==> config.mk <==
export PLATFORM = sky130hd
export DESIGN_NAME = program_loader_flat
export DESIGN_NICKNAME = d
export VERILOG_FILES = /design/src/rtl/program_loader_pkg.sv /design/src/rtl/program_loader_if.sv /design/src/rtl/program_loader_sum_acc.sv /design/src/rtl/program_loader.sv /design/src/flat_wrapper.sv
export SDC_FILE = /design/constraint.sdc
export NUM_CORES = 1
export LEC_CHECK = 0
export CAP_MARGIN = 20
export CORE_MARGIN = 2
export CORE_UTILIZATION = 44
export DETAILED_ROUTE_END_ITERATION = 10
export HOLD_SLACK_MARGIN = 0.12
export PLACE_DENSITY = 0.84
export SYNTH_ARGS = -nofsm -noshare
export SYNTH_HDL_FRONTEND = slang
export SYNTH_SLANG_ARGS = --single-unit
==> constraint.sdc <==
create_clock -name clk_i -period 4.5 [get_ports clk_i]
set_clock_uncertainty 0.1 [all_clocks]
set_input_delay 0.675 -clock clk_i [delete_from_list [all_inputs] [get_ports clk_i]]
set_output_delay 0.675 -clock clk_i [all_outputs]
set_load 0.01 [all_outputs]
==> src/rtl/program_loader_pkg.sv <==
// Shared types for the boot-time program loader: loader FSM states and word size.
package program_loader_pkg;

  typedef enum logic [2:0] {
    IDLE,
    LOAD,
    FLUSH,
    RUN,
    ERR
  } state_e;

  localparam int unsigned WORD_BYTES = 4;

endpackage

==> src/rtl/program_loader_if.sv <==
// Image stream (ready/valid) and instruction-memory write port of the program loader.
interface program_loader_if #(
  parameter int unsigned ADDR_W = 32
);

  logic              s_valid_i;
  logic              s_ready_o;
  logic [31:0]       s_data_i;
  logic              s_last_i;
  logic              imem_we_o;
  logic [ADDR_W-1:0] imem_addr_o;
  logic [31:0]       imem_wdata_o;

  modport slave (
    input  s_valid_i, s_data_i, s_last_i,
    output s_ready_o, imem_we_o, imem_addr_o, imem_wdata_o
  );

  modport master (
    output s_valid_i, s_data_i, s_last_i,
    input  s_ready_o, imem_we_o, imem_addr_o, imem_wdata_o
  );

endinterface

==> src/rtl/program_loader_sum_acc.sv <==
// Clear/accumulate 32-bit adder for the image checksum; only built when LOADER_CHECKSUM_EN is defined.
`ifdef LOADER_CHECKSUM_EN
module loader_sum_acc (
  input  logic        clk_i,
  input  logic        rst_n,
  input  logic        clr_i,
  input  logic        en_i,
  input  logic [31:0] data_i,
  output logic [31:0] sum_o
);

  logic [31:0] sum_q, sum_d;

  always_comb begin
    sum_d = sum_q;
    if (clr_i) begin
      sum_d = '0;
    end else if (en_i) begin
      sum_d = sum_q + data_i;
    end
  end

  always_ff @(posedge clk_i or negedge rst_n) begin
    if (!rst_n) begin
      sum_q <= '0;
    end else begin
      sum_q <= sum_d;
    end
  end

  assign sum_o = sum_q;

endmodule
`endif

==> src/rtl/program_loader.sv <==
// Boot loader: streams a program image into imem, holds the CPU in reset until the load completes.
// Optional LOADER_CHECKSUM_EN: the s_last_i word is a checksum of the image instead of data.
module program_loader
  import program_loader_pkg::*;
#(
  parameter int unsigned       ADDR_W    = 32,
  parameter int unsigned       DEPTH     = 256,
  parameter logic [ADDR_W-1:0] BASE_ADDR = '0
) (
  input  logic                    clk_i,
  input  logic                    rst_n,
  input  logic                    start_i,
  program_loader_if.slave         bus,
  output logic                    cpu_rst_n_o,
  output logic                    busy_o,
  output logic                    err_o,
  output logic [$clog2(DEPTH):0]  word_cnt_o
);

  localparam int unsigned CW = $clog2(DEPTH) + 1;

  state_e            state_q, state_d;
  logic              we_q, we_d;
  logic [ADDR_W-1:0] addr_q, addr_d;
  logic [31:0]       wdata_q, wdata_d;
  logic [CW-1:0]     cnt_q, cnt_d;
  logic              cpu_q, cpu_d;
  logic              busy_q, busy_d;
  logic              err_q, err_d;
  logic              beat;
  logic              write_last;
  logic              sum_ok;

  assign beat = bus.s_valid_i && (state_q == LOAD);

`ifdef LOADER_CHECKSUM_EN
  logic [31:0] sum;
  logic        sum_clr;
  logic        sum_en;

  assign sum_clr    = start_i && (state_q inside {IDLE, RUN, ERR});
  assign sum_en     = beat && !bus.s_last_i;
  assign write_last = 1'b0;
  assign sum_ok     = (sum == bus.s_data_i);

  loader_sum_acc u_sum_acc (
    .clk_i  (clk_i),
    .rst_n  (rst_n),
    .clr_i  (sum_clr),
    .en_i   (sum_en),
    .data_i (bus.s_data_i),
    .sum_o  (sum)
  );
`else
  assign write_last = 1'b1;
  assign sum_ok     = 1'b1;
`endif

  always_comb begin
    state_d = state_q;
    we_d    = 1'b0;
    addr_d  = addr_q;
    wdata_d = wdata_q;
    cnt_d   = cnt_q;
    unique case (state_q)
      IDLE, RUN, ERR: begin
        if (start_i) begin
          state_d = LOAD;
          cnt_d   = '0;
        end
      end
      LOAD: begin
        if (beat) begin
          if (bus.s_last_i && !write_last) begin
            // Checksum word is only compared, never written or counted.
            state_d = sum_ok ? FLUSH : ERR;
          end else begin
            we_d    = 1'b1;
            addr_d  = BASE_ADDR + ADDR_W'(WORD_BYTES) * ADDR_W'(cnt_q);
            wdata_d = bus.s_data_i;
            cnt_d   = (cnt_q == CW'(DEPTH)) ? cnt_q : cnt_q + 1'b1;
            if (bus.s_last_i) begin
              state_d = FLUSH;
            end else if (cnt_q == CW'(DEPTH - 1)) begin
              state_d = ERR;
            end
          end
        end
      end
      FLUSH:   state_d = RUN;
      default: state_d = IDLE;
    endcase
    // Status flags follow the state being entered so they change on the same edge.
    cpu_d  = (state_d == RUN);
    busy_d = (state_d == LOAD) || (state_d == FLUSH);
    err_d  = (state_d == ERR);
  end

  always_ff @(posedge clk_i or negedge rst_n) begin
    if (!rst_n) begin
      state_q <= IDLE;
      we_q    <= 1'b0;
      addr_q  <= BASE_ADDR;
      wdata_q <= '0;
      cnt_q   <= '0;
      cpu_q   <= 1'b0;
      busy_q  <= 1'b0;
      err_q   <= 1'b0;
    end else begin
      state_q <= state_d;
      we_q    <= we_d;
      addr_q  <= addr_d;
      wdata_q <= wdata_d;
      cnt_q   <= cnt_d;
      cpu_q   <= cpu_d;
      busy_q  <= busy_d;
      err_q   <= err_d;
    end
  end

  assign bus.s_ready_o    = (state_q == LOAD);
  assign bus.imem_we_o    = we_q;
  assign bus.imem_addr_o  = addr_q;
  assign bus.imem_wdata_o = wdata_q;
  assign cpu_rst_n_o      = cpu_q;
  assign busy_o           = busy_q;
  assign err_o            = err_q;
  assign word_cnt_o       = cnt_q;

endmodule

==> src/flat_wrapper.sv <==
// flat-port wrapper written by rule: the top's interface ports become plain ports
module program_loader_flat import program_loader_pkg::*;
#(
  parameter int unsigned       ADDR_W    = 32,
  parameter int unsigned       DEPTH     = 256,
  parameter logic [ADDR_W-1:0] BASE_ADDR = '0
)
  (clk_i, rst_n, start_i, cpu_rst_n_o, busy_o, err_o, word_cnt_o, bus_s_valid_i, bus_s_data_i, bus_s_last_i, bus_s_ready_o, bus_imem_we_o, bus_imem_addr_o, bus_imem_wdata_o);
  program_loader_if #(.ADDR_W(ADDR_W)) bus_i ();
  input  logic clk_i;
  input  logic rst_n;
  input  logic start_i;
  output logic cpu_rst_n_o;
  output logic busy_o;
  output logic err_o;
  output logic [$clog2(DEPTH):0] word_cnt_o;
  input wire logic [$bits(bus_i.s_valid_i)-1:0] bus_s_valid_i;
  input wire logic [$bits(bus_i.s_data_i)-1:0] bus_s_data_i;
  input wire logic [$bits(bus_i.s_last_i)-1:0] bus_s_last_i;
  output wire logic [$bits(bus_i.s_ready_o)-1:0] bus_s_ready_o;
  output wire logic [$bits(bus_i.imem_we_o)-1:0] bus_imem_we_o;
  output wire logic [$bits(bus_i.imem_addr_o)-1:0] bus_imem_addr_o;
  output wire logic [$bits(bus_i.imem_wdata_o)-1:0] bus_imem_wdata_o;
  assign bus_i.s_valid_i = bus_s_valid_i;
  assign bus_i.s_data_i = bus_s_data_i;
  assign bus_i.s_last_i = bus_s_last_i;
  assign bus_s_ready_o = bus_i.s_ready_o;
  assign bus_imem_we_o = bus_i.imem_we_o;
  assign bus_imem_addr_o = bus_i.imem_addr_o;
  assign bus_imem_wdata_o = bus_i.imem_wdata_o;
  program_loader #(.ADDR_W(ADDR_W), .DEPTH(DEPTH), .BASE_ADDR(BASE_ADDR)) u_core (.clk_i(clk_i), .rst_n(rst_n), .start_i(start_i), .bus(bus_i), .cpu_rst_n_o(cpu_rst_n_o), .busy_o(busy_o), .err_o(err_o), .word_cnt_o(word_cnt_o));
endmodule
==> impl.org, run 1 <==
** Run status
- Outcome :: completed

** Final layout
- # diodes :: 0
- The library cell used most frequently in the layout, excluding fill and tap cells, is clkdlybuf4s50_1.
- Excluding fillers, the count of instances in the completed layout stands at 363.
- Commonest cells after routing, fill and taps aside :: clkdlybuf4s50_1, dfrtp_1, mux2_2
- Share of post-route cells with drive strength above 1 :: 21.6%
- Layout Area Growth over Synthesis :: 43.0%
- Total area of multi-input combinational cells :: around 940 sq um
- After the last flow step, the layout net total stands at between 300 and 400.
- In the final layout, flip-flops and latches occupy about 0.0014 sq mm.
- Fill cells in the final layout number approximately 440.

** Synthesis
- The synthesized design contains 57 register bits.
- Among all flip-flop cells after synthesis, the most frequent one is dfrtp_1.
- Synthesis handed over a netlist of about 190 instances.
- Synthesis instantiated 29 different standard cells from the library.
- Area of the mapped netlist :: 0.00251 sq mm
- In the synthesized netlist the async set-or-reset flop fraction comes to 100%.
- In this run the mean area of a mapped cell was 13.3 sq um.
- Yosys printed 0 warnings.
- Of the synthesized area, sequential elements account for 56.8%.
- Number of enable-type register cells in the synthesized netlist :: 0

** Timing
- Max_slew headroom :: 42.8%
- Setup TNS :: 0 ns
- Fmax :: 380 MHz
- At the pin with the least slew margin, the transition time is around 0.86 ns.
- Across all setup checks in the final design, the least slack found is 1.87 ns.
- Crit share post-route :: 58.5%
- The max-slew violation total from the final report was 0.
- The worst path in the final design needs a cycle of roughly 2.6 ns, including I/O delays and setup.
- Setup violations remaining at the end of the flow were counted as 0.
- Setup repair after global routing left no endpoint under its margin.
- The final number of hold-violating endpoints was 0.

** Critical path
- Number of cells traversed by the worst register-to-register path :: 4
- Longest individual stage delay on the worst path :: just over 0.8 ns
- The slowest stage of the critical path is the and4bb_2 cell.
- In this run the worst path has a maximum fanout of 33.
- Endpoint required time on the critical path :: 4.64 ns
- Source of the worst register-to-register timing path :: u_core.state_q[2]
- Worst path cell trace :: clkdlybuf4s50_1 > and4bb_2 > o21ai_4 > or4_1 > a21oi_1
- Worst setup path startpoint :: bus_s_valid_i
- Critical path startpoint category :: primary input
- Data arrival time of the critical path :: 2.78 ns
- The worst setup path is of the primary input to flop kind.
- STA classifies the critical path endpoint as a flop.

** GRT
- The initial antenna violation count was 0.
- Leftover overflow at the end of global routing :: 0
- Across every metal layer, demand over resource in global routing totals between 10% and 20%.
- The number of global-route vias before repair is 1,687.
- Pin count of the biggest net entering global routing :: 58
- First-pass GRT wire length :: approximately 7700 microns

** Drt
- ANT nets after route :: 0
- Across all layers, the routed design uses approximately 1,700 vias.
- Via-per-instance ratio :: 4.75
- Dividing the detail-routed wire length by the instance count gives 13.5 microns.
- In the routed design, unresolved DRC markers number 0.
- Final wirelength :: 4900 microns
- For this block, the initial DRC count from the detailed router was 111.
- The pre-antenna-repair detailed-routing pass consisted of 4 iterations.

** Power and ir drop
- Leakage Power :: approximately 1.6 nW
- Sum of internal, switching and leakage power :: 0.00221 W
- For this design the ratio of total power to cell area is 615 mW/mm^2.
- The worst-case IR drop observed on VDD is around 280 uV.
- The clock network is responsible for between 20% and 30% of the overall power.
- Cell internal power was estimated by the tool at 0.00154 W.
- Switching power share of the total :: 30.3%
- Sequential cells account for 37.4% of the total power.
- Combinational Power Share :: 41.7%
- The analysis attributes to net switching a power of 0.000669 W.

** CTS
- Clk Latency, worst-skew pair :: 0.32 ns
- Max Buffers Root-to-Sink :: 2
- Number of cells upsized or downsized after cts :: 0
- The clock tree synthesis step divided the H-tree into 3 levels.
- After clock tree synthesis, the clock-pin slew on the worst setup and hold paths is roughly 0.06 ns.
- In this run, post-CTS hold repair placed 0 buffers.
- TritonCTS clock tree :: built
- Clock tree synthesis inserted a total of 9 buffers.
- Setup Fix Bufs, Post-CTS :: 0
- The tree is rooted in a clkbuf_8.
- For this design, the sink count on the clock tree is 57.

** Die
- In this run the vertical extent of the chip is between 70 and 80 microns.
- Pin placement for this block handled 115 I/O pins.
- Total die area :: 0.00632 sq mm
- Initial Util :: 45.6%
- The floorplan step defined a core boundary enclosing 0.00551 sq mm.
- Standard-cell rows :: 27
- Die span in x :: ~80 microns

** Min path
- In this run the worst hold path is classified as primary input to asynchronous set/reset pin.

** Placement
- Once placement completed, the tool counted placed cells totaling between 300 and 400.
- Post-detailed-placement half-perimeter wirelength :: 3500 microns
- Port buffering added 91 buffers.
- Before CTS, the worst setup slack after placement is 1.50 ns.
- The congestion estimate from routability-driven global placement came to between 0.8 and 0.9.

** Run
- Count of maximum capacitance violations :: 0
==> synthesized netlist by cell type (2+ instances only) <==
| library cell | instances | area share, % |
|---|---|---|
| nor2_1 | 5 | 0.75 |
| mux2i_1 | 2 | 0.80 |
| o21ai_0 | 5 | 1.0 |
| mux2_2 | 41 | 18 |
| buf_2 | 3 | 0.60 |
| ha_1 | 3 | 1.5 |
| or4b_4 | 2 | 1.1 |
| xor2_1 | 3 | 1.0 |
| nand2b_1 | 3 | 0.75 |
| o2111ai_1 | 2 | 0.70 |
| and4_1 | 2 | 0.70 |
| nand3b_1 | 2 | 0.60 |
| dfrtp_1 | 57 | 57 |
| buf_4 | 26 | 7.8 |
| nand2_1 | 9 | 1.3 |
| o21a_1 | 2 | 0.60 |
| inv_1 | 4 | 0.60 |
| a21oi_1 | 4 | 0.80 |
| nand3_1 | 4 | 0.80 |
==> power by group through the flow <==
| stage | clock, W | sequential (W) | combinational [W] |
|---|---|---|---|
| floorplan | 0 | 0.000910 | 0.000382 |
| global placement | 0 | 0.000829 | 0.000914 |
| detailed placement | 0 | 0.000836 | 0.000931 |
| CTS | 0.000481 | 0.000827 | 0.000935 |
| global route | 0.000506 | 0.000851 | 0.000989 |
| finish | 0.000462 | 0.000824 | 0.000920 |
==> state kept, by name, summed over array words and instances, names as in the netlist <==
register and cells:
u_core.bus.imem_wdata_o 32, u_core.bus.imem_addr_o 9, u_core.word_cnt_o 9, u_core.state_q 3
u_core.bus.imem_we_o 1, u_core.busy_o 1, u_core.cpu_rst_n_o 1, u_core.err_o 1
==> layout make-up <==
type / instances / area share, %
sequential: 57 / 39.7
timing repair buffer: 93 / 25.7
clock buffer: 11 / 3.94
clock inverter: 5 / 1.53
tap: 72 / 2.51
inverter: 4 / 0.418
multi-input combinational: 121 / 26.2
==> critical path, delay by kind of cell <==
kind	cells	cell delay, ns
AOI/OAI and AO/OA	2	0.32
and+or+nand+nor	2	1.31
buffers and inverters	1	0.47
==> metrics by stage <==
| stage | hold slack (ns) | cell area (sq um) | util [%] |
|---|---|---|---|
| global route | 0.416 | 3590 | 65.2 |
| detailed placement | 0.395 | 3390 | 61.6 |
| floorplan | 0.279 | 2590 | - |
| finish | 0.382 | 3590 | 65.2 |
| global placement | 0.389 | 3390 | 61.6 |
| CTS | 0.404 | 3590 | 65.2 |
==> worst paths after layout <==
path / slack, ns / endpoint
hold reg to reg: 0.40 / u_core.bus.imem_addr_o[2]
setup reg to reg: 2.15 / u_core.word_cnt_o[7]
setup / recovery: 1.87 / u_core.word_cnt_o[7]
hold / removal: 0.38 / u_core.bus.imem_wdata_o[6]
min in group clk_i: 0.40 / u_core.bus.imem_addr_o[2]
max in group asynchronous: 3.43 / u_core.bus.imem_wdata_o[10]
==> routing by layer <==
metal,wire length [microns],GRT usage (%),vias up
li1,-,-,806
met2,2350,25.5,78
met4,78,7.76,0
met3,396,5.09,9
met1,2080,20.0,830
met5,0,0,-
==> logic make-up (layout without fill, tap and decap cells) <==
kind of cell	count (synthesis)	after routing	synth area share (%)
xor+xnor	3	3	1.05
compound gates	16	16	4.34
other cells	1	23	0.149
flops	57	57	56.8
buf+inv	33	113	8.97
fa+ha+maj	3	3	1.50
mux	43	43	19.2
simple gates	33	33	7.98
Note: power is estimated with default switching activity, not from simulation.
==> run 2, diff against run 1 <==
--- a/config.mk
+++ b/config.mk
@@ -7,10 +7,10 @@
 export LEC_CHECK = 0
 export CAP_MARGIN = 20
 export CORE_MARGIN = 2
-export CORE_UTILIZATION = 44
+export CORE_UTILIZATION = 37
 export DETAILED_ROUTE_END_ITERATION = 10
 export HOLD_SLACK_MARGIN = 0.12
-export PLACE_DENSITY = 0.84
+export PLACE_DENSITY = 0.76
 export SYNTH_ARGS = -nofsm -noshare
 export SYNTH_HDL_FRONTEND = slang
 export SYNTH_SLANG_ARGS = --single-unit
==> constraint.sdc (replaced) <==
create_clock -name clk_i -period 2.25 [get_ports clk_i]
set_clock_uncertainty 0.1 [all_clocks]
set_input_delay 0.3375 -clock clk_i [delete_from_list [all_inputs] [get_ports clk_i]]
set_output_delay 0.3375 -clock clk_i [all_outputs]
set_load 0.01 [all_outputs]
==> impl.org, run 2 (synthesized netlist as in run 1, its figures left out) <==
** Final layout
- The library cell used most frequently in the layout, excluding fill and tap cells, is clkdlybuf4s50_1.
- Layout Area Growth over Synthesis :: 43.7%
- Commonest cells after routing, fill and taps aside :: clkdlybuf4s50_1, dfrtp_1, mux2_2
- Number of fill cells in the layout :: 577 (+31%)
- # diodes :: 0 (unchanged)
- The number of flip-flops under the largest register name is 32 (unchanged).
- The fraction of final layout cells sized beyond drive strength 1 is 22.1% (+0.46 points).
- The number of nets in the finished design came to 329 (+0.92%).
- The summed area of non-filler cells in the final layout was 0.00361 sq mm (+0.49%).

** Min path
- WHS Endpoint :: u_core.bus.imem_addr_o[7]
- Counting instances, the worst hold path has a depth of 1.
- In this run the most critical hold path is launched from u_core.bus.imem_addr_o[7].
- Type of the worst min-delay path :: flop to flop

** Placement
- The count of port buffers added during placement came to 91 (unchanged).
- The half-perimeter wire length after detailed placement was 3460 microns (-1.2%).
- Routability congestion estimate from global placement :: 0.777 (-5.0%)
- Placed standard-cell area :: 0.00342 sq mm (+0.74%)
- The worst setup timing slack at the placement stage was 0.175 ns (-1.32 ns).

** Drt
- The count of vias placed by the detailed router was 1,740 (+0.99%).
- The remaining design rule violation count was 0 (unchanged).
- The number of optimization iterations in the first detailed-route pass is 4 (unchanged).
- The detail-routed net length per standard cell came to 13.0 microns (-4.1%).
- Final wirelength :: 4850 microns (-1.1%)
- Via-per-instance ratio :: 4.65 (-2.0%)
- First DRT Iteration DRCs :: 66 (-41%)
- The number of nets still failing antenna checks after routing was 0 (unchanged).

** Timing
- Number of hold violations in the final report :: 0 (unchanged)
- Min cycle time layout :: 2.05 ns
- The tightest slew margin relative to the limit was 52.3% (+9.5 points).
- In the finished design, the share of the clock period the worst path needs comes to 91.3%.
- Max Transition Viols Final :: 0 (unchanged)
- The transition time of the tightest slew-check pin came to 0.715 ns (-0.143 ns).
- The worst-case hold slack is 0.404 ns (+0.0216 ns).
- For this run, the top clock speed supported by timing is 487 MHz.
- Setup TNS :: 0 ns (unchanged)
- Worst Slack Setup Final :: 0.196 ns (-1.67 ns)
- Final number of setup-violating endpoints :: 0 (unchanged)
- RSZ-0062 raised after global routing :: false

** Power and ir drop
- The final total power was 0.00434 W (+97%).
- Switching pwr :: 0.00133 W (+98%)
- Int Pwr :: 0.00301 W (+96%)
- Switching power share of the total :: 30.6% (+0.27 points)
- Highest ir drop seen on vdd :: 578 uV (+100%)
- Leakage Power :: 1.57 nW (+0.96%)
- Power share of the clock group :: 19.1% (-1.8 points)
- The power density over cell area was 1200 mW/mm^2 (+96%).
- The sequential cell fraction of total power was 37.6% (+0.2 points).
- Combinational Power Share :: 43.3% (+1.6 points)

** Critical path
- The count of cells along the worst register-to-register path came to 6 (+2).
- Crit Path Max Fanout :: 6 (-82%)
- FF-to-FF setup slack :: 0.33 ns (-1.82 ns)
- Endpoint required time on the critical path :: 1.81 ns (-2.83 ns)
- The count of buffering cells on the critical path with inverters included came to 1 (unchanged).
- Grouping stages by cell kind, the critical path spends the most delay in buffers and inverters.
- Endpoint class of the critical path :: primary output
- Library cell contributing the largest single delay on the critical path :: clkdlybuf4s50_1
- The highest cell delay on the worst timing path is 0.59 ns (-0.22 ns).
- Walking the worst path, the cells encountered are nor3b_2 > clkdlybuf4s50_1.
- The critical path depth in cells came to 2 (-3).
- Critical path startpoint category :: flop
- Source of the worst register-to-register timing path :: u_core.word_cnt_o[1]
- CP Class :: flop to primary output
- Data arrival time of the critical path :: 1.62 ns (-1.16 ns)
- Worst reg2reg endpoint :: u_core.word_cnt_o[8]

** GRT
- Global Route Usage Sum :: 14.4% (-1.7 points)
- Pin count of the biggest net entering global routing :: 58 (unchanged)
- The initial antenna violation count was 0 (unchanged).
- First-pass GRT wire length :: 8320 microns (+7.9%)
- The number of global-route vias before repair came to 1,844 (+9.3%).
- The leftover overflow at the end of global routing came to 0 (unchanged).

** Run status
- Outcome :: completed

** CTS
- The maximum number of buffers from clock root to sink is 2 (unchanged).
- The total CTS buffers is 9 (unchanged).
- Clock sink count :: 57 (unchanged)
- TritonCTS built the clock tree.
- The latest clock arrival within the worst-skew pair came to 0.32 ns (about the same).
- The total number of H-tree levels was 3 (unchanged).
- The clock-pin slew on the worst setup and hold paths came to 0.06 ns (about the same).
- The root buffer cell chosen for the clock tree is clkbuf_8.

** Die
- The total die area is 0.00746 sq mm (+18%).
- The number of placement rows is 30 (+11%).
- The height of the die was 86.4 microns (+8.6%).
- Area of the core :: 0.00668 sq mm (+21%)
- The width of the chip came to 86.4 microns (+8.6%).
- The total I/O pin count is 115 (unchanged).
- The starting density of the core is 37.6% (-8.0 points).

** Run
- Count of maximum capacitance violations :: 0 (unchanged)
run 2: cell types whose count changed in the layout (fill, tap and decap cells not counted):
| cell | previous run | this run |
|---|---|---|
| buf_4 | 2 | 4 |
| bufinv_16 | 1 | 0 |
| clkbuf_1 | 1 | 2 |
| clkbuf_8 | 10 | 11 |
| clkinv_2 | 2 | 3 |
| clkinvlp_4 | 2 | 0 |
| dlygate4sd3_1 | 0 | 1 |
| nor3b_1 | 1 | 0 |
| nor3b_2 | 0 | 1 |
run 2: cell type report:
| type | instances | area (sq um) | share of cell area, % |
|---|---|---|---|
| sequential | 57 | 1430 | 39.5 |
| tap | 80 | 100 | 2.77 |
| clock inverter | 3 | 15.0 | 0.416 |
| timing repair buffer | 96 | 946 | 26.2 |
| clock buffer | 13 | 159 | 4.41 |
| multi-input combinational | 121 | 946 | 26.2 |
| inverter | 4 | 15.0 | 0.416 |
run 2: metrics by stage:
step,cells,util (%)
6_report,374,54.0
3_5_place_dp,357,51.2
4_1_cts,374,53.9
2_1_floorplan,211,-
5_1_grt,374,54.0
3_3_place_gp,357,51.2
run 2: routing by layer:
layer / wire length (microns) / GRT usage, % / part of all wire [%]
met5: 0 / 0 / 0
met3: 356 / 5.52 / 7.3
met4: 76 / 6.82 / 1.6
met1: 1930 / 15.5 / 40
met2: 2480 / 24.7 / 51
run 2: what timing repair did:
action                                  4_1_cts  5_1_grt
setup buffers                                 0        0
endpoints found under the setup margin        0        1
resized for setup                             0        1
hold buffers                                  1        0
hold endpoints to repair                     57        0
run 2: worst max path at each step:
| stage | from | endpoint | slack [ns] |
|---|---|---|---|
| 3_3_place_gp | bus_s_valid_i | u_core.word_cnt_o[6] | 0.21 |
| 6_report | u_core.state_q[1] | bus_s_ready_o | 0.20 |
| 3_5_place_dp | bus_s_valid_i | u_core.word_cnt_o[2] | 0.18 |
| 5_1_grt | u_core.state_q[1] | bus_s_ready_o | 0.05 |
| 2_1_floorplan | u_core.word_cnt_o[0] | u_core.word_cnt_o[1] | 0.45 |
| 4_1_cts | u_core.state_q[1] | bus_s_ready_o | 0.006 |
run 2: worst register-to-register path, stage by stage (launching register included):
cell     delay (ns)
dfrtp_1        0.45
inv_1          0.11
ha_1           0.14
or4b_4         0.51
o21ai_4        0.21
nand2_1        0.12
mux2i_1        0.15
run 2: power by group through the flow:
stage | Combinational, W | Clock, W | Sequential (W)
floorplan | 0.000763 | 0 | 0.00182
global placement | 0.00187 | 0 | 0.00164
detailed placement | 0.00190 | 0 | 0.00165
CTS | 0.00191 | 0.000873 | 0.00164
global route | 0.00204 | 0.000919 | 0.00169
finish | 0.00188 | 0.000831 | 0.00163
==> run 3, diff against run 2 <==
--- a/config.mk
+++ b/config.mk
@@ -9,8 +9,10 @@
 export CORE_MARGIN = 2
 export CORE_UTILIZATION = 37
 export DETAILED_ROUTE_END_ITERATION = 10
+export GPL_ROUTABILITY_DRIVEN = 1
 export HOLD_SLACK_MARGIN = 0.12
 export PLACE_DENSITY = 0.76
 export SYNTH_ARGS = -nofsm -noshare
 export SYNTH_HDL_FRONTEND = slang
+export SYNTH_HIERARCHICAL = 1
 export SYNTH_SLANG_ARGS = --single-unit
==> impl.org, run 3 <==
** Final layout
- Share of post-route cells with drive strength above 1 :: 24.1% (+2.0 points)
- From synthesis to final layout, the design area changed by 46.9%.
- The library cell used most frequently in the layout, excluding fill and tap cells, is clkdlybuf4s50_1.
- # diodes :: 0 (unchanged)
- The number of flip-flops under the largest register name is 32 (unchanged).
- Net count reported at finish :: 330 (+0.30%)
- Commonest cells after routing, fill and taps aside :: clkdlybuf4s50_1, dfrtp_1, mux2_2

** Critical path
- The largest individual stage delay along the critical path comes from the cell clkdlybuf4s50_1.
- Worst path cell trace :: nor2b_1 > nor2b_1 > clkdlybuf4s50_1
- The worst setup path is launched from a flop.
- Source of the worst register-to-register timing path :: u_core/word_cnt_o[0]
- Critical Path Most Common Cell :: nor2b_1
- Data arrival time of the critical path :: 1.63 ns (about the same)
- FF-to-FF setup slack :: 0.27 ns (-0.06 ns)
- The count of cells along the worst register-to-register path was 7 (+1).
- Worst reg2reg endpoint :: u_core/busy_o
- The highest cell delay on the worst timing path came to 0.55 ns (-0.04 ns).
- Endpoint class of the critical path :: primary output
- The largest fanout on the critical path is 6 (unchanged).
- In this design, the largest share of critical-path delay is due to buffers and inverters.
- WP buf/inv :: 1 (unchanged)
- CP Class :: flop to primary output
- Endpoint required time on the critical path :: 1.81 ns (about the same)

** Synthesis
- The register area share after synthesis was 56.9% (about the same).
- The netlist area before placement was 0.00251 sq mm (about the same).
- Number of enable-type register cells in the synthesized netlist :: 0 (unchanged)
- The mean area per synthesized cell is 13.6 sq um (+2.6%).
- Unique masters post-synth :: 37 (+28%)
- The synthesized netlist cell count is 184 (-2.6%).
- The synthesis warning total was 6 (+6).
- Commonest register cell after synthesis :: dfrtp_1
- In the post-synthesis netlist, the cell with the most instances is dfrtp_1.
- #FFs+latches synth :: 57 (unchanged)
- Share of synthesized flip-flops with an asynchronous set or reset :: 100% (unchanged)
- Library cell with the largest summed area after synthesis :: dfrtp_1
- The top cell type's share of synthesized area was 56.9% (about the same).
- Leading cell types by count after synthesis :: dfrtp_1, mux2_2, buf_4
- By area the synthesized netlist is led by dfrtp_1, mux2_2, buf_4.

** CTS
- Max Buffers Root-to-Sink :: 2 (unchanged)
- The cts-stage hold buffer count came to 1 (unchanged).
- TritonCTS built the clock tree.
- The clock-pin slew on the worst setup and hold paths was 0.06 ns (about the same).
- The total CTS buffers came to 9 (unchanged).
- Cell chosen for the clock root :: clkbuf_8
- Setup Fix Bufs, Post-CTS :: 0 (unchanged)
- The latest clock arrival within the worst-skew pair came to 0.32 ns (about the same).
- H-tree levels :: 3 (unchanged)
- Clock sink count :: 57 (unchanged)
- Number of cells upsized or downsized after cts :: 0 (unchanged)

** Drt
- The number of vias per cell was 4.67 (+0.29%).
- The total length of routed met2 wires was 2550 microns (+2.6%).
- Number of remaining DRC errors :: 0 (unchanged)
- In this run the top signal layer used is met4.
- The met1 wire length is 2140 microns (+11%).
- Vias after detailed routing :: 1,745 (+0.29%)
- The total wirelength of the detailed-routed design is 5130 microns (+5.8%).
- Amount of wire on met3 after detailed routing :: 315 microns (-12%)
- The number of optimization iterations in the first detailed-route pass came to 6 (+2).
- First DRT Iteration DRCs :: 72 (+9.1%)
- ANT nets after route :: 0 (unchanged)
- The detail-routed net length per standard cell is 13.7 microns (+5.8%).

** Power and ir drop
- Switching power share of the total :: 29.2% (-1.4 points)
- The static leakage came to 1.60 nW (+1.8%).
- The net switching power of the design came to 0.00130 W (-2.3%).
- The worst-case vdd ir drop was 517 uV (-11%).
- Sequential cell fraction of total power :: 35.9% (-1.7 points)
- Combinational Power Share :: 43.1% (-0.2 points)
- The final total power is 0.00445 W (+2.4%).
- Int Pwr :: 0.00315 W (+4.4%)
- Pwr per Cell Area :: 1210 mW/mm^2 (+0.29%)
- The clock network fraction of total power came to 21.0% (+1.9 points).

** Run status
- The run finished with clean final reports.

** Timing
- Setup TNS :: 0 ns (unchanged)
- The upper clock frequency limit came to 483 MHz (-0.79%).
- RSZ-0062 raised after global routing :: false
- Min cycle time layout :: 2.07 ns (+0.0164 ns)
- The final critical-path share of the clock period is 92.0% (+0.73 points).
- The final number of hold-violating endpoints is 0 (unchanged).
- Max_slew headroom :: 51.3% (-1.0 points)
- Final number of setup-violating endpoints :: 0 (unchanged)
- Slew at the pin closest to its max-slew limit :: 0.731 ns (+0.0151 ns)
- The max-slew violation total from the final report came to 0 (unchanged).

** Die
- Top-level I/O count :: 115 (unchanged)
- The placeable core area was 0.00668 sq mm (unchanged).
- The height of the die was 86.3 microns (about the same).
- The starting density of the core was 37.5% (about the same).
- The width of the chip came to 86.3 microns (about the same).
- Standard-cell rows :: 30 (unchanged)
- The total die area was 0.00745 sq mm (about the same).

** Placement
- Post-detailed-placement half-perimeter wirelength :: 3660 microns (+6.0%)
- Routability congestion estimate from global placement :: 0.716 (-7.8%)
- The count of port buffers added during placement was 91 (unchanged).

** GRT
- First-pass GRT wire length :: 8420 microns (+1.2%)
- The overall track demand over capacity in global routing came to 14.9% (+0.55 points).
- Number of antenna violations at the first check in global routing :: 0 (unchanged)
- Pin count of the biggest net entering global routing :: 58 (unchanged)
- Via count of the first global-routing pass :: 1,739 (-5.7%)
- The leftover overflow at the end of global routing is 0 (unchanged).

** Min path
- The startpoint identified for the worst hold timing path is u_core/bus.imem_wdata_o[5].
- The path class of the tightest hold or removal check is flop to flop.
- WHS Endpoint :: u_core/bus.imem_wdata_o[5]
- Instance count along the most critical hold path :: 1 (unchanged)

** Run
- The total of max-cap violations was 0 (unchanged).
==> run 3: changes by cell type in the layout (fill, tap and decap cells not counted), sizes merged, moves of 3 or more <==
cell	delta
nand2	-8
xnor2	+3
a21oi	-3
o21ai	-4
nor2b	+3
inv	+5
buf	+5
==> run 3: worst max-delay path by stage <==
stage                          from                    endpoint  slack, ns  cells past startpoint
6_report          u_core/state_q[0]               bus_s_ready_o       0.18                      3
3_5_place_dp          bus_s_valid_i  u_core/bus.imem_wdata_o[8]       0.15                      6
3_3_place_gp          bus_s_valid_i  u_core/bus.imem_wdata_o[3]       0.21                      6
2_1_floorplan  u_core/word_cnt_o[0]               u_core/busy_o       0.38                      7
5_1_grt           u_core/state_q[0]               bus_s_ready_o       0.10                      3
4_1_cts           u_core/state_q[0]               bus_s_ready_o       0.15                      3
==> run 3: layout make-up <==
type,instances,area (sq um)
fillers,594,3000
well taps,80,100
inverters,9,33.8
repair buffers,101,1010
clock inverters,3,40.0
clock buffers,12,155
flip-flops and latches,57,1430
multi-input cells,112,918
==> run 3: power by group through the flow <==
stage	Combinational (W)	Clock [W]	Sequential [W]
floorplan	0.000747	0	0.00180
global placement	0.00190	0	0.00161
detailed placement	0.00194	0	0.00162
CTS	0.00194	0.000974	0.00161
global route	0.00205	0.00103	0.00166
finish	0.00191	0.000935	0.00160
==> run 3: cell families (layout without fill, tap and decap cells) <==
family / after synthesis / after routing / synth area share [%]
DFF: 57 / 57 / 56.9
muxes: 43 / 43 / 19.3
buffers and inverters: 37 / 125 / 9.78
and+or+nand+nor: 24 / 24 / 5.64
AOI/OAI and AO/OA: 15 / 15 / 5.39
xor gates and xnor gates: 4 / 4 / 1.40
adders and majority gates: 3 / 3 / 1.50
other: 1 / 23 / 0.150
==> run 3: per-layer routing <==
metal	up-vias	global-route usage, %
met5	-	0
met2	67	23.5
met3	11	4.76
met1	856	18.0
met4	0	8.52
li1	811	-
==> run 3: through the flow <==
| step | util (%) | cells | hold slack, ns | setup slack (ns) | cell area (sq um) |
|---|---|---|---|---|---|
| 2_1_floorplan | - | 206 | -0.0581 | 0.383 | 2590 |
| 3_3_place_gp | 52.0 | 358 | 0.368 | 0.211 | 3480 |
| 3_5_place_dp | 52.0 | 358 | 0.389 | 0.146 | 3480 |
| 4_1_cts | 55.1 | 374 | 0.403 | 0.150 | 3680 |
| 5_1_grt | 55.1 | 374 | 0.414 | 0.101 | 3680 |
| 6_report | 55.1 | 374 | 0.397 | 0.180 | 3680 |
